$ cat src/rtl/calc_disp_pkg.sv
// calc_disp_pkg: segment patterns, digit count and shared types for the display driver
package calc_disp_pkg;
  localparam int NUM_DIGITS = 4;
  localparam logic [6:0] SEG_0     = 7'b0111111;
  localparam logic [6:0] SEG_1     = 7'b0000110;
  localparam logic [6:0] SEG_2     = 7'b1011011;
  localparam logic [6:0] SEG_3     = 7'b1001111;
  localparam logic [6:0] SEG_4     = 7'b1100110;
  localparam logic [6:0] SEG_5     = 7'b1101101;
  localparam logic [6:0] SEG_6     = 7'b1111101;
  localparam logic [6:0] SEG_7     = 7'b0000111;
  localparam logic [6:0] SEG_8     = 7'b1111111;
  localparam logic [6:0] SEG_9     = 7'b1101111;
  localparam logic [6:0] SEG_DASH  = 7'b1000000;
  localparam logic [6:0] SEG_E     = 7'b1111001;
  localparam logic [6:0] SEG_R     = 7'b1010000;
  localparam logic [6:0] SEG_BLANK = 7'b0000000;
  typedef logic [1:0] scan_idx_t;
  typedef enum logic [2:0] {SM_DIGIT, SM_DASH, SM_E, SM_R, SM_BLANK} seg_mode_t;
  typedef struct packed {
    logic [15:0] bcd;
    logic        neg;
    logic        err;
  } disp_t;
endpackage

$ cat src/rtl/calc_seg_enc.sv
// calc_seg_enc: combinational nibble/mode to active-high seven-segment pattern
module calc_seg_enc
  import calc_disp_pkg::*;
(
  input  logic [3:0] nib,
  input  seg_mode_t  mode,
  output logic [6:0] pat
);
  logic [6:0] dig;
  always_comb begin
    case (nib)
      4'd0:    dig = SEG_0;
      4'd1:    dig = SEG_1;
      4'd2:    dig = SEG_2;
      4'd3:    dig = SEG_3;
      4'd4:    dig = SEG_4;
      4'd5:    dig = SEG_5;
      4'd6:    dig = SEG_6;
      4'd7:    dig = SEG_7;
      4'd8:    dig = SEG_8;
      4'd9:    dig = SEG_9;
      default: dig = SEG_DASH;
    endcase
    pat = mode == SM_DIGIT ? dig :
          mode == SM_DASH  ? SEG_DASH :
          mode == SM_E     ? SEG_E :
          mode == SM_R     ? SEG_R : SEG_BLANK;
  end
endmodule

$ cat src/rtl/calc_disp_scan.sv
// calc_disp_scan: multiplexed 4-digit seven-segment driver with tear-free frame capture
module calc_disp_scan
  import calc_disp_pkg::*;
#(
  parameter int REFRESH_DIV    = 50000,
  parameter int SEG_ACTIVE_LOW = 1,
  parameter int AN_ACTIVE_LOW  = 1
) (
  input  logic        clk,
  input  logic        resetn,
  input  logic        load,
  input  logic [15:0] bcd_in,
  input  logic        neg,
  input  logic        err,
  input  logic        blank_lz,
  output logic [6:0]  seg,
  output logic        dp,
  output logic [3:0]  an,
  output logic        frame_done
);
  localparam int CW = $clog2(REFRESH_DIV + 1);
  localparam logic [6:0] SEG_OFF = SEG_ACTIVE_LOW != 0 ? 7'h7f : 7'h00;
  localparam logic [3:0] AN_OFF = AN_ACTIVE_LOW != 0 ? 4'hf : 4'h0;
  localparam logic DP_OFF = SEG_ACTIVE_LOW != 0;
  logic [CW-1:0] cnt;
  scan_idx_t idx, nxt_idx;
  logic live, tc, fb;
  disp_t cap, shadow, disp, disp_nxt;
  logic [2:0] k, di;
  logic [3:0] nib, oh;
  seg_mode_t mode;
  logic [6:0] pat;
  // Outputs are computed for the digit about to be shown, from the value that
  // will be in the display register once this edge commits.
  always_comb begin
    tc = cnt == CW'(REFRESH_DIV - 1);
    nxt_idx = live ? idx + 2'd1 : 2'd0;
    fb = tc && (idx == 2'd3 || !live);
    cap = {bcd_in, neg, err};
    disp_nxt = fb ? (load ? cap : shadow) : disp;
    k = |disp_nxt.bcd[15:12] ? 3'd4 :
        |disp_nxt.bcd[11:8]  ? 3'd3 :
        |disp_nxt.bcd[7:4]   ? 3'd2 : 3'd1;
    di = {1'b0, nxt_idx};
    nib = disp_nxt.bcd[{nxt_idx, 2'b00} +: 4];
    oh = 4'b0001 << nxt_idx;
    mode = (disp_nxt.err || (disp_nxt.neg && k == 3'd4)) ?
             (di == 3'd3 ? SM_E : di == 3'd0 ? SM_BLANK : SM_R) :
           disp_nxt.neg ? (di == k ? SM_DASH : di > k ? SM_BLANK : SM_DIGIT) :
           (blank_lz && di >= k && di != 3'd0) ? SM_BLANK : SM_DIGIT;
  end
  calc_seg_enc u_enc (.nib(nib), .mode(mode), .pat(pat));
  always_ff @(posedge clk) begin
    dp <= DP_OFF;
    if (!resetn) begin
      cnt <= '0;
      idx <= '0;
      live <= 1'b0;
      shadow <= '0;
      disp <= '0;
      seg <= SEG_OFF;
      an <= AN_OFF;
      frame_done <= 1'b0;
    end else begin
      cnt <= tc ? '0 : cnt + 1'b1;
      if (load) shadow <= cap;
      disp <= disp_nxt;
      frame_done <= fb;
      if (tc) begin
        idx <= nxt_idx;
        live <= 1'b1;
        seg <= SEG_ACTIVE_LOW != 0 ? ~pat : pat;
        an <= AN_ACTIVE_LOW != 0 ? ~oh : oh;
      end
    end
  end
endmodule

$ cat config.mk
export PLATFORM = sky130hd
export DESIGN_NAME = calc_disp_scan
export DESIGN_NICKNAME = d
export VERILOG_FILES = /design/src/rtl/calc_disp_pkg.sv /design/src/rtl/calc_seg_enc.sv /design/src/rtl/calc_disp_scan.sv
export SDC_FILE = /design/constraint.sdc
export NUM_CORES = 1
export LEC_CHECK = 0
export CORE_MARGIN = 3
export CORE_UTILIZATION = 45
export CTS_CLUSTER_SIZE = 8
export DETAILED_ROUTE_END_ITERATION = 12
export PLACE_DENSITY = 0.71
export SLEW_MARGIN = 20
export SYNTH_ARGS = -nofsm -noshare
export SYNTH_HDL_FRONTEND = slang
export SYNTH_SLANG_ARGS = --single-unit
$ cat constraint.sdc
create_clock -name clk -period 3.3 [get_ports clk]
set_input_delay 0.66 -clock clk [delete_from_list [all_inputs] [get_ports clk]]
set_output_delay 0.66 -clock clk [all_outputs]
set_load 0.1 [all_outputs]
==> results.cfg, run 1 <==
[final_layout]
layout-drive-gt1-share_pct = 24.83
nets = 479
fin_area_um2 = 4273
antenna_cells = 0
area_delta_synth_final_pct = 27.47
layoutNonFillerInstCount = 543
final_util_pct = 60.87

[setup_path]
max_stage_delay_ns = 0.47
cp_common_cell = nand2b_1
path_cells = and4bb_1 > and4_4 > nand2_8 > a21oi_4 > o21ai_1 > nand2b_1 > and2_1 > ha_1 > nand2b_1 > a21o_1 > o2111ai_4 > a31oi_1 > or4_1 > o22a_1
startpoint = cnt[4]$_SDFF_PP0_
crit_fanout = 7
worstReg2RegStart = cnt[4]$_SDFF_PP0_
cp-end-kind = flip-flop
cp_slowest_cell = or4_1
start_kind = flip-flop
crit_type = reg2reg
worst_ep_required_time_ns = 3.54
worstPathArrival_ns = 3.40
path_delay_family = simple AND/OR/NAND/NOR gates
path_buf_inv = 0

[die]
die_h_um = 92.31
dieArea_um2 = 8520
core_um2 = 7019
initial_core_util_pct = 47.75
rows = 30
ioPinCount = 35
die_x_um = 92.31

[placement]
io_buffers = 33
gp_congestion = 0.8540
dpl.cell_count = 518
dpl.hpwl_um = 5755
placed_cell_area_um2 = 3988

[synthesis]
ys_seq_area_share_pct = 40.01
ys_types = 60
syn_area_um2 = 3352
ys_ff_latch = 67
synth_async_sr_flop_share_pct = 0
netlist_instances = 371
syn-mean-instance-area_um2 = 9.035
synth_nets = 407
ys_warn_count = 0
synth_edf_count = 0
synthFlopType = dfxtp_1

[flow_run]
cap_viol_max_count = 0

[detailed_routing]
wl_per_cell_um = 14.95
ant_nets = 0
routed_wl_um = 8119
drt_iter0_drc = 240
vias = 2875
drc = 0
drt_first_pass_iters = 4
drt-vias-per-instance = 5.295

[global_routing]
antenna_found_initial = 0
grt.overflow.total = 0
grt_pass1_wl_um = 13410
grt_start_max_net_pins = 40
track_usage_pct = 20.15
grt_pass1_vias = 2774

[sta]
hold_viol_final = 0
finalHoldWorstSlack_ns = 0.4391
period_share_pct = 95.97
max_freq_mhz = 315.7
setup_violations = 0
period_minus_slack_ns = 3.167
setup_tns_ns = 0
skew_ns = 0.006144
slew_violations = 0

[clock_network]
htree_num_levels = 3
clk_pin_slew_ns = 0.07
cts_hold_buffers = 0
insertion_delay_ns = 0.34
clock-sinks = 67
cts_tree = done
cts-root-buf = clkbuf_8
cts_buffer_depth = 2
cts_buffers = 9

[pwr]
leakage_nw = 1.773
powerDensity_nw_per_um2 = 356.5
ir_drop_uv = 211.1

[run_status]
status = completed

[min_path]
min_path_type = reg2reg
min_from = cnt[0]$_SDFF_PP0_
==> cell families (layout without fill, tap and decap cells) <==
group / count (synthesis) / in the layout / share of synthesized area [%]
simple gates: 154 / 155 / 25.01
compound gates: 75 / 75 / 16.05
flops: 67 / 67 / 40.02
buf+inv: 28 / 103 / 4.031
mux: 21 / 21 / 6.681
fa+ha+maj: 14 / 14 / 5.226
xor+xnor: 11 / 11 / 2.874
other cells: 1 / 1 / 0.1119
==> cells in the mapped netlist, types with 2 or more instances <==
cell       number  area, um^2
nand2_1        21       78.83
nor2b_1         3       18.77
ha_1           14       175.2
o2111ai_2       2       30.03
and2_1          4       25.02
o21ai_1         4       20.02
nand2b_1        6       37.54
nor4_1          7       43.79
mux2i_1        19       190.2
buf_2           3       15.01
xnor2_1         4       35.03
nand4_1         2       12.51
buf_4           4       30.03
o211ai_1        8       60.06
dfxtp_1        67        1341
inv_1           7       26.28
o32ai_1         2       17.52
or3_1           4       25.02
o21ai_0        10       50.05
xor2_1          7       61.31
a21oi_1        18       90.09
a22oi_1         2       15.01
nor2_1         66       247.7
nand3_1         5       25.02
nor3b_1         2       15.01
a211oi_1       13       97.59
buf_1           3       11.26
nor3_1          8       40.04
a21oi_2         3       26.28
clkbuf_1       10       37.54
nand4_2         2       25.02
a21o_1          2       15.01
o31ai_1         3       22.52
and3_1          9       56.30
and4bb_1        2       25.02
==> state kept, by name (all words and copies together), names as in the netlist <==
name	flops
frame_done	1
seg	7
shadow	18
an	4
live	1
idx	2
disp	18
cnt	16
==> final timing paths <==
check	slack, ns	cells after the start	endpoint
worst min-delay path	0.44	1	cnt[0]$_SDFF_PP0_
worst max register to register	0.13	14	seg[6]$_SDFFE_PN1N_
worst min register to register	0.44	1	cnt[0]$_SDFF_PP0_
worst max-delay path	0.13	14	seg[6]$_SDFFE_PN1N_
==> metal layers <==
| metal | up-vias | routed length, um | track usage [%] |
|---|---|---|---|
| met1 | 1331 | 3724 | 26.14 |
| met3 | 10 | 443 | 5.605 |
| li1 | 1461 | - | - |
| met4 | 0 | 121 | 6.931 |
| met2 | 73 | 3830 | 32.21 |
| met5 | - | 0 | 0 |
==> worst reg2reg max path: cells and delay by family (launching register included) <==
| family | cells | cell delay, ns |
|---|---|---|
| AND/OR/NAND/NOR | 7 | 1.62 |
| AO/OA/AOI/OAI | 6 | 0.77 |
| flip-flops | 1 | 0.38 |
| adder cells (fa/ha/maj) | 1 | 0.29 |
==> layout by cell type, fill, tap and decap left out, types with 4 or more instances in the layout <==
cell type and n:
nand2_1 21, clkbuf_8 10, dfxtp_1 62, nor2_1 64, a21oi_2 4, or3_1 4
xor2_1 7, o21ai_0 8, o21ai_1 6, xnor2_1 4, inv_1 7, nand3_1 5
nor4_1 7, a211oi_1 13, o211ai_1 8, ha_1 13, mux2i_1 18, clkdlybuf4s50_1 20
nor3_1 8, buf_4 60, and3_1 8, and2_1 4, a21oi_1 16, nand2b_1 6
==> repair_timing <==
action | in CTS | in global routing
buffers inserted | 0 | 9
setup endpoints to repair | 6 | 6
cloned | 0 | 1
gates resized for setup | 1 | 16
pin swaps | 0 | 3
hold endpoints to repair | 0 | 0
==> power by group <==
group / total [W] / internal [W] / switching [W]
logic: 0.000115 / 0.0000590 / 0.0000559
registers: 0.000832 / 0.000824 / 0.00000842
clock network: 0.000576 / 0.000286 / 0.000290
==> cell type report <==
| cell class | instances | area (um^2) |
|---|---|---|
| Fill cell | 622 | 2746 |
| Multi-Input combinational cell | 277 | 1958 |
| Sequential cell | 67 | 1353 |
| Timing Repair Buffer | 81 | 655.6 |
| Clock buffer | 12 | 145.1 |
| Tap cell | 96 | 120.1 |
| Inverter | 7 | 26.28 |
| Clock inverter | 3 | 15.01 |
==> per-stage QoR <==
stage | worst slack [ns] | total power [W]
after global routing | -0.003379 | 0.001589
after CTS | 0.06430 | 0.001542
after global placement | -0.4041 | 0.0009635
after detailed placement | -0.5932 | 0.0009653
final | 0.1329 | 0.001523
after floorplan | 0.01572 | 0.0009098
Power figures use the tool's default switching activity.
==> inputs of run 2 (changes only) <==
Settings changed: GPL_TIMING_DRIVEN set to 1.
==> results of run 2 <==
Same layout as run 1: the final DEF is identical, and so are final timing and power.
==> inputs of run 3 (changes only) <==
Settings changed: CORE_ASPECT_RATIO set to 0.9.
==> results.cfg, run 3 (same netlist as run 1, synthesis figures left out) <==
[run_status]
status = completed

[detailed_routing]
wl_per_cell_um = 15.59
ant_nets = 0
drt_first_pass_iters = 4
routed_wl_um = 8496
vias = 2939
drc = 0
drt-vias-per-instance = 5.393
drt_iter0_drc = 191

[setup_path]
cp-end-kind = flip-flop
crit_type = reg2reg
worst_ep_required_time_ns = 3.53
crit_fanout = 6
worstPathArrival_ns = 3.40
start_kind = flip-flop

[pwr]
ir_drop_uv = 413.6
powerDensity_nw_per_um2 = 389.0
leakage_nw = 1.833

[final_layout]
reg_top3 = disp (18), shadow (18), cnt (16)
antenna_cells = 0
layout_common_cells = 65 x nor2_1, 63 x buf_4, 60 x dfxtp_1
nets = 484
layoutNonFillerInstCount = 545
final_common_cell = nor2_1
area_delta_synth_final_pct = 30.72
layout-drive-gt1-share_pct = 26.99
final_util_pct = 61.30
fillCellCount = 583

[die]
rows = 29
die_x_um = 96.98
dieArea_um2 = 8522
die_h_um = 87.88
initial_core_util_pct = 46.89
core_um2 = 7148
ioPinCount = 35

[sta]
setup_violations = 0
period_minus_slack_ns = 3.164
max_freq_mhz = 316.1
fin_ws_ns = 0.1363
period_share_pct = 95.87
hold_viol_final = 0
maxSlewHeadroom_pct = 53.77
slew_violations = 0
skew_ns = 0.01087
finalHoldWorstSlack_ns = 0.4367
worst_pin_slew_ns = 0.6918

[placement]
io_buffers = 33
dpl.cell_count = 514
dpl.hpwl_um = 5949
dp_slack_ns = -0.4079
gp_congestion = 0.9027

[global_routing]
grt_pass1_vias = 2886
use_met2_pct = 32.52
grt_use_met1_pct = 26.48
track_usage_pct = 20.15
grt_pass1_wl_um = 13880
grt_start_max_net_pins = 40
top_usage_layer = met2
grt_util_met3_pct = 5.016
antenna_found_initial = 0
grt.overflow.total = 0

[clock_network]
cts_tree = done
cts_buffers = 9
htree_num_levels = 3
clock-sinks = 67
cts_buffer_depth = 2
clk_pin_slew_ns = 0.07
insertion_delay_ns = 0.35
cts-root-buf = clkbuf_8

[flow_run]
cap_viol_max_count = 0

[min_path]
min_path_type = reg2reg
==> run 3: metrics by stage <==
stage	power [W]	cell area, um^2	TNS [ns]
final	0.001704	4382	0
after floorplan	0.0009098	3421	0
after CTS	0.001713	4247	0
after global placement	0.0009608	3976	-1.920
after global routing	0.001758	4382	-0.001382
after detailed placement	0.0009631	3976	-2.473
==> run 3: repair_timing <==
action,in CTS,in global routing
setup endpoints to repair,5,6
hold buffers,0,0
buffers inserted,6,9
pin swaps,2,9
cloned,0,1
resized for setup,4,16
==> run 3: final cells by class <==
type	instances	area, um^2	share of cell area [%]
Clock inverter	5	77.57	1.770
Clock buffer	10	137.6	3.141
Multi-Input combinational cell	277	1964	44.83
Inverter	7	26.28	0.5997
Sequential cell	67	1355	30.93
Tap cell	93	116.4	2.656
Timing Repair Buffer	86	704.4	16.08
==> run 3: power by group <==
part           internal, W  leakage, nW  total [W]  switching, W
clock network     0.000439        0.108   0.000753      0.000313
logic            0.0000627         1.18   0.000120     0.0000572
registers         0.000823        0.548   0.000832    0.00000850
total              0.00133         1.83    0.00170      0.000379
==> run 3: critical path, stage by stage, from the launching register on <==
cell       delay (ns)
dfxtp_4          0.36
ha_4             0.16
and3_4           0.20
and4_4           0.21
buf_4            0.16
nand2_4          0.10
nor2_1           0.07
o21ai_2          0.18
nand2b_4         0.06
and2_1           0.15
ha_1             0.30
nand2b_4         0.14
a21o_1           0.15
o2111ai_2        0.08
a31oi_1          0.06
or4_1            0.50
o22a_1           0.17
==> run 3: path summary, 6_finish.rpt <==
kind,to,slack [ns],cells after the start,startpoint
max reg2reg,seg[6]$_SDFFE_PN1N_,0.14,16,cnt[0]$_SDFF_PP0_
min,cnt[0]$_SDFF_PP0_,0.44,1,cnt[0]$_SDFF_PP0_
min reg2reg,cnt[0]$_SDFF_PP0_,0.44,1,cnt[0]$_SDFF_PP0_
max,seg[6]$_SDFFE_PN1N_,0.14,16,cnt[0]$_SDFF_PP0_
==> run 3: routing by layer <==
layer	share of wire, %	vias to the layer above
li1	-	1470
met1	45	1388
met2	48	69
met3	5.1	12
met4	1.7	0
met5	0	-
